## config.mk

```make
export PLATFORM = sky130hd
export DESIGN_NAME = bp_be_issue_ctl
export DESIGN_NICKNAME = d
export VERILOG_FILES = /design/src/rtl/bp_be_issue_ctl.sv
export SDC_FILE = /design/constraint.sdc
export NUM_CORES = 1
export LEC_CHECK = 0
export CORE_MARGIN = 4
export CORE_UTILIZATION = 43
export CTS_CLUSTER_SIZE = 28
export DETAILED_ROUTE_END_ITERATION = 8
export PLACE_DENSITY = 0.76
export SLEW_MARGIN = 15
export SYNTH_ARGS = -nofsm -noshare
export SYNTH_HDL_FRONTEND = slang
export SYNTH_SLANG_ARGS = --single-unit
```

## constraint.sdc

```tcl
create_clock -name clk_i -period 2.7 [get_ports clk_i]
set_input_delay 0.27 -clock clk_i [delete_from_list [all_inputs] [get_ports clk_i]]
set_output_delay 0.27 -clock clk_i [all_outputs]
set_load 0.05 [all_outputs]
```

## src/rtl/bp_be_issue_ctl.sv

```systemverilog
// rtl/bp_be_issue_ctl.sv - backend issue queue sequencer: control strobes, in-flight tracking, dispatch credit
module bp_be_issue_ctl #(
    parameter int compressed_support_p = 1,
    parameter int inflight_max_p       = 8,
    parameter int min_suppress_p       = 2,
    localparam int CNT_W = $clog2(inflight_max_p + 1),
    localparam int SUP_W = (min_suppress_p > 0) ? $clog2(min_suppress_p + 1) : 1
) (
    input  logic             clk_i,
    input  logic             reset_n_i,
    input  logic             issue_v_i,
    input  logic             issue_compressed_i,
    input  logic             dispatch_ready_i,
    input  logic             commit_v_i,
    input  logic             commit_compressed_i,
    input  logic             replay_v_i,
    input  logic             redirect_v_i,
    input  logic             fe_cmd_done_i,
    input  logic             irq_v_i,
    input  logic             inject_done_i,
    output logic             clr_v_o,
    output logic             deq_v_o,
    output logic             deq_skip_o,
    output logic             roll_v_o,
    output logic             inject_v_o,
    output logic             suppress_v_o,
    output logic             read_v_o,
    output logic             read_skip_o,
    output logic [CNT_W-1:0] inflight_cnt_o,
    output logic             busy_o
);

    typedef enum logic [1:0] {
        e_run      = 2'd0,
        e_suppress = 2'd1,
        e_inject   = 2'd2
    } state_t;

    localparam logic [CNT_W-1:0] MAX_C  = CNT_W'(inflight_max_p);
    localparam logic [SUP_W-1:0] SUP_C  = SUP_W'(min_suppress_p);
    localparam logic             SKIP_C = (compressed_support_p != 0);

    state_t           r_state;
    state_t           w_state_nxt;
    logic [CNT_W-1:0] r_inflight;
    logic [SUP_W-1:0] r_sup_cnt;
    logic             r_done;

    logic w_clr, w_deq, w_roll, w_inject, w_sup, w_read;
    logic w_cnt_clear, w_sup_load, w_room;

    // A commit in the same cycle frees a slot, so a full window can still read.
    assign w_room = (r_inflight < MAX_C) | commit_v_i;

    always_comb begin
        w_state_nxt = r_state;
        w_clr       = 1'b0;
        w_deq       = 1'b0;
        w_roll      = 1'b0;
        w_inject    = 1'b0;
        w_sup       = 1'b0;
        w_read      = 1'b0;
        w_cnt_clear = 1'b0;
        w_sup_load  = 1'b0;
        case (r_state)
            e_run: begin
                if (redirect_v_i) begin
                    w_clr       = 1'b1;
                    w_sup       = 1'b1;
                    w_cnt_clear = 1'b1;
                    w_sup_load  = 1'b1;
                    w_state_nxt = e_suppress;
                end else if (replay_v_i) begin
                    w_roll      = 1'b1;
                    w_deq       = commit_v_i;
                    w_cnt_clear = 1'b1;
                end else if (irq_v_i) begin
                    w_deq = commit_v_i;
                    if (r_inflight == '0) begin
                        w_inject    = 1'b1;
                        w_state_nxt = e_inject;
                    end
                end else begin
                    w_read = issue_v_i & dispatch_ready_i & w_room;
                    w_deq  = commit_v_i;
                end
            end
            e_suppress: begin
                w_sup = 1'b1;
                if (redirect_v_i) begin
                    w_clr      = 1'b1;
                    w_sup_load = 1'b1;
                end else if ((r_sup_cnt <= SUP_W'(1)) && (r_done | fe_cmd_done_i)) begin
                    // Counter reaches zero on this edge; leave together with it.
                    w_state_nxt = e_run;
                end
            end
            e_inject: begin
                if (redirect_v_i) begin
                    w_clr       = 1'b1;
                    w_sup       = 1'b1;
                    w_cnt_clear = 1'b1;
                    w_sup_load  = 1'b1;
                    w_state_nxt = e_suppress;
                end else begin
                    w_inject = 1'b1;
                    if (inject_done_i) begin
                        w_state_nxt = e_run;
                    end
                end
            end
            default: w_state_nxt = e_run;
        endcase
    end

    always_ff @(posedge clk_i or negedge reset_n_i) begin
        if (!reset_n_i) begin
            r_state    <= e_run;
            r_inflight <= '0;
            r_sup_cnt  <= '0;
            r_done     <= 1'b0;
        end else begin
            r_state <= w_state_nxt;

            if (w_cnt_clear) begin
                r_inflight <= '0;
            end else if (w_read && !w_deq) begin
                r_inflight <= r_inflight + CNT_W'(1);
            end else if (!w_read && w_deq && (r_inflight != '0)) begin
                r_inflight <= r_inflight - CNT_W'(1);
            end

            if (w_sup_load) begin
                r_sup_cnt <= SUP_C;
            end else if ((r_state == e_suppress) && (r_sup_cnt != '0)) begin
                r_sup_cnt <= r_sup_cnt - SUP_W'(1);
            end

            if (w_sup_load) begin
                r_done <= 1'b0;
            end else if (r_state == e_suppress) begin
                r_done <= r_done | fe_cmd_done_i;
            end else begin
                r_done <= 1'b0;
            end
        end
    end

    always_ff @(posedge clk_i) begin
        if (reset_n_i) begin
            assert (!(w_deq && !w_cnt_clear && (r_inflight == '0)))
                else $error("commit with no instruction in flight");
            assert (!(w_clr && w_roll)) else $error("clr with roll");
            assert (!(w_inject && w_read)) else $error("inject with read");
            assert (!(w_sup && w_read)) else $error("read while suppressed");
        end
    end

    assign clr_v_o        = reset_n_i & w_clr;
    assign deq_v_o        = reset_n_i & w_deq;
    assign deq_skip_o     = reset_n_i & SKIP_C & w_deq & ~commit_compressed_i;
    assign roll_v_o       = reset_n_i & w_roll;
    assign inject_v_o     = reset_n_i & w_inject;
    assign suppress_v_o   = reset_n_i & w_sup;
    assign read_v_o       = reset_n_i & w_read;
    assign read_skip_o    = reset_n_i & SKIP_C & w_read & ~issue_compressed_i;
    assign inflight_cnt_o = r_inflight;
    assign busy_o         = reset_n_i & (r_state != e_run);

endmodule
```

# Word-level counts from Yosys, hierarchy flattened
# Cells that the tools add are included.
[word_totals]
reg_bits = 9
out_inout_bits = 13
[op_classes]
addsub = 3
bitwise_logic = 15
order_cmp = 2
n_eq_ne = 8
n_reduce_logical = 17
muxes = 36
[ops]
columns = ["operator", "n"]
rows = [
  ["2-bit two-way mux", 10],
  ["1-bit two-way mux", 19],
  ["4-bit two-way mux", 3],
  ["3-bit != test (second input constant)", 4],
  ["1-bit bitwise AND", 11],
  ["1-bit one-hot mux with 2 select lines", 3],
  ["2-bit one-hot mux with 3 select lines", 1],
  ["6-bit AND reduction", 1],
  ["2-bit nonzero test", 3],
  ["1-bit logical AND", 5],
  ["4-bit by 1-bit adder with 4-bit output (second input constant)", 1],
  ["4-bit logical NOT", 1],
  ["4-bit < comparator (second input constant)", 1],
  ["2-bit != test (second input constant)", 2],
  ["4-bit nonzero test", 1],
  ["4-bit by 1-bit subtractor with 4-bit output (second input constant)", 1],
  ["3-bit nonzero test", 1],
  ["3-bit OR reduction", 1],
  ["2-bit by 1-bit == test with 1-bit output (second input constant)", 1],
  ["2-bit == test (second input constant)", 1],
  ["2-bit by 1-bit less-or-equal comparator with 1-bit output (second input constant)", 1],
  ["1-bit logical NOT", 2],
  ["2-bit logical NOT", 1],
  ["1-bit NOT", 2],
  ["other kinds (3)", 4],
]

# Logic depth before layout (Yosys ltp)
[logic_depth]
word_depth = 13
mapped_depth = 8
mapped_depth_nobuf = 7

# Least setup slack after synthesis
# No wires, ideal clock.
[synth_path]
path_kind = "register -> output"
from = "reg r_state[1]"
to = "out deq_skip_o"
path_stages_with_launch = 5
slack_ns = 0.120
t_arrival_ns = 2.310
t_required_ns = 2.430
path_cell_list = "dfrtp_1 -> clkbuf_1 -> nor3_1 -> and3_1 -> nor2b_1"
[synth_via]
elab_chain_len = 4
[synth_rtl]
columns = ["element", "line", "source"]
rows = [
  ["start: declaration", "43", "state_t r_state;"],
  ["start signal: assignment", "118", "r_state <= e_run;"],
  ["start signal: assignment", "123", "r_state <= w_state_nxt;"],
  ["2-bit logical NOT", "65", "case (r_state)"],
  ["1-bit two-way mux", "65", ""],
  ["1-bit bitwise AND", "n/a", ""],
  ["via deq_v_o", "22", "output logic deq_v_o,"],
  ["1-bit bitwise AND", "161", "assign deq_skip_o = reset_n_i & SKIP_C & w_deq & ~commit_compressed_i;"],
  ["end: declaration", "23", "output logic deq_skip_o,"],
]
# The timed path passes the listed nets, and every way through them passes these cells.

# Worst setup path after layout
[layout_path]
from = "in replay_v_i"
to = "reg r_inflight[3] (netlist: inflight_cnt_o[3])"
[layout_via]
elab_chain_len = 7
elab_cells_between_ends = 13
classes_between = "mux: 8; reduce/logical: 5"
[layout_rtl]
columns = ["element", "line", "source"]
rows = [
  ["start: declaration", "16", "input logic replay_v_i,"],
  ["1-bit two-way mux", "73", "end else if (replay_v_i) begin"],
  ["1-bit two-way mux", "67", "if (redirect_v_i) begin"],
  ["1-bit two-way mux", "65", ""],
  ["1-bit logical NOT", "129", "end else if (!w_read && w_deq && (r_inflight != '0)) begin"],
  ["1-bit logical AND (2 in series)", "129", ""],
  ["3-bit nonzero test (no source line)", "n/a", ""],
  ["end signal: assignment", "128", "r_inflight <= r_inflight + CNT_W'(1);"],
  ["end signal: assignment", "130", "r_inflight <= r_inflight - CNT_W'(1);"],
  ["end: declaration", "45", "logic [CNT_W-1:0] r_inflight;"],
]
# Several ways; a longest one is shown, not always the timed one.
# A chain may end at the register's enable or synchronous reset.

==> run metrics <==
die span in y=48.6 um; Setup violations, final=0; FILL cells=143; RSZ-0062 raised after global routing=false; core area=1540 um2; layout cells sized above 1=17.7%; fmax=433 MHz; adder-cell share of the synthesized area=9.88%; DRC=0; arrival time of data at the critical path endpoint=2.45 ns; syn_area_per_cell=8.55 um2; first-pass GRT wire length=3240 um; Most used DFF post-synth=dfrtp_1; initial core utilization=46.0%; Setup crit end kind=flop; setup bufs post-CTS=0; CP Class=in -> reg; most frequent cells in the layout=clkdlybuf4s50_1, inv_1, dfrtp_1; port buffer count=24; Hold Crit Class=in -> async; total die area=2360 um2; GPL Wtd Cong=0.906; CP max stage cell=or3_4; largest net degree at the start of global routing=16; DP Wirelength=1500 um; initial antenna violation count=0; Synth Instances=83; complex-gate fraction of the synthesized area=19.0%; met2 usage in global routing=27.8%; critical path's largest stage delay=0.49 ns; min Tclk post-route=2.31 ns; multi-input logic area=430 um2; CTS tree=done; commonest non-fill, non-tap cell in the layout=clkdlybuf4s50_1; vias in the first global route=723; power density cells=930 nW/um2; busiest grt layer=met2; worst vdd ir=0.695 mV; total grt overflow=0; PostCTS Resize Cnt=0; Post-DRT Antenna Nets=0; number of core rows=14; CTS Buf Count=3; Yosys cell types=32; static leakage power=0.475 nW; clock sink total=9; Max clock buf depth=2; Post-synth EDFFs=0; CTS clk-pin slew, worst paths=0.07 ns; nets=131; IO Count=25; cts hold-fix bufs=0; final hold vios=0; drt pass-1 iters=4; Root Buffer=clkbuf_4; final period utilization=85.5%; register area=225 um2; Critical R2R Launch=r_state[0]$_DFFE_PN0P_; GRT Util Overall=17.0%; vias=745; synth warn=0; # diodes=0; worst r2r dst=inflight_cnt_o[3]$_DFFE_PN0P_; Fin Clk Skew=0.00224 ns; Die X=48.6 um; sequential cell area fraction in the yosys report=31.7%; WL final=1970 um; max_cap viols=0; synthesized flop and latch total=9; First DRT Iteration DRCs=26; Slew Limit Fails=0; grt met3 use=3.68%; crit-path cells=clkdlybuf4s50_1, nand4bb_1, or3_4, ha_1, nand3_1, and3_1, mux2i_1, o32ai_1; outcome=complete, no violations; asr flop ratio synth=100%; Synth Area in Simple Gates=23.3%; final setup TNS=0 ns; largest family of logic cells by synthesized area=simple AND/OR/NAND/NOR gates; met1 global-route usage=22.1%; r2r setup slk=0.46 ns; Final Util=69.3%; Crit path max-delay family=simple AND/OR/NAND/NOR gates; wire length per cell=15.2 um; clk_lat worst skew=0.27 ns; multiplexer share of the synthesized area=7.23%; worst reg2reg path depth=7; Mapped Nets=100; synth-to-layout area growth=50.6%; Buf/Inv on CP=1; H-tree depth=1; worst slew pin tran=0.498 ns; worst-path fanout max=5; WP depth=8; Slew headroom=66.7%; post-synthesis xor/xnor area fraction=1.23%; vias per cell=5.78; Mapped Area=709 um2; critical path data required time=2.85 ns; CP startpoint kind=primary input
## Yosys cell counts, types with 2 or more instances
library cell,instances,area share (%)
dfrtp_1,9,32
inv_1,9,4.8
a21oi_1,8,5.6
nand3_1,5,3.5
o21ai_0,5,3.5
ha_1,4,7.1
mux2i_1,4,5.6
nand2_1,4,2.1
nor2_1,4,2.1
nor3_1,4,2.8
and3_1,3,2.6
nor4_1,2,1.8
o22ai_1,2,1.8
or3_4,2,3.2
## worst max path at each step
stage	from	endpoint	slack (ns)
floorplan	r_state[1]$_DFFE_PN0P_	deq_skip_o	0.12
global placement	redirect_v_i	inflight_cnt_o[3]$_DFFE_PN0P_	0.26
detailed placement	replay_v_i	inflight_cnt_o[3]$_DFFE_PN0P_	0.12
CTS	replay_v_i	inflight_cnt_o[3]$_DFFE_PN0P_	0.40
global route	replay_v_i	inflight_cnt_o[3]$_DFFE_PN0P_	0.24
finish	replay_v_i	inflight_cnt_o[3]$_DFFE_PN0P_	0.39
## cell families (layout without fill, tap and decap cells)
family                     after synthesis  in the layout
and+or+nand+nor                         29             29
AOI/OAI and AO/OA                       22             22
buffers and inverters                   12             42
DFF                                      9              9
adders and majority gates                5              5
muxes                                    5              5
xor gates and xnor gates                 1              1
## where the power goes
group	internal, mW	leakage [nW]	switching, mW
logic	0.261	0.345	0.381
clock network	0.0572	0.0150	0.0550
registers	0.183	0.115	0.0564
## sequential cells by signal (all words and copies together) (netlist names)
register,cells
r_done,1
inflight_cnt_o,4
r_sup_cnt,2
r_state,2
## layout make-up
type                       instances  area share (%)
tap                               16            1.87
multi-input combinational         62            40.3
clock buffer                       4            2.46
timing repair buffer              29            31.1
inverter                           9            3.16
sequential                         9            21.1
## worst register-to-register path, cell delays in order, from the launching register on
cell	delay [ns]
dfrtp_1	0.39
or3_4	0.43
or3_4	0.41
ha_1	0.36
nand3_1	0.11
and3_1	0.18
mux2i_1	0.15
o32ai_1	0.10
## through the flow
step	hold slack, ns	power (mW)	worst slack [ns]	area, um2	cells
finish	0.390	0.994	0.392	1070	129
global route	0.406	1.07	0.244	1070	129
CTS	0.367	0.992	0.398	1070	129
detailed placement	0.538	0.873	0.123	1040	125
global placement	0.535	0.845	0.257	1040	125
floorplan	-0.0256	0.678	0.120	709	83
## per-layer routing
| layer | vias to the layer above | share of wire [%] |
|---|---|---|
| li1 | 361 | - |
| met1 | 350 | 45 |
| met4 | 0 | 1.4 |
| met2 | 30 | 47 |
| met3 | 4 | 6.2 |
| met5 | - | 0 |
Note: power is estimated with default switching activity, not from simulation.
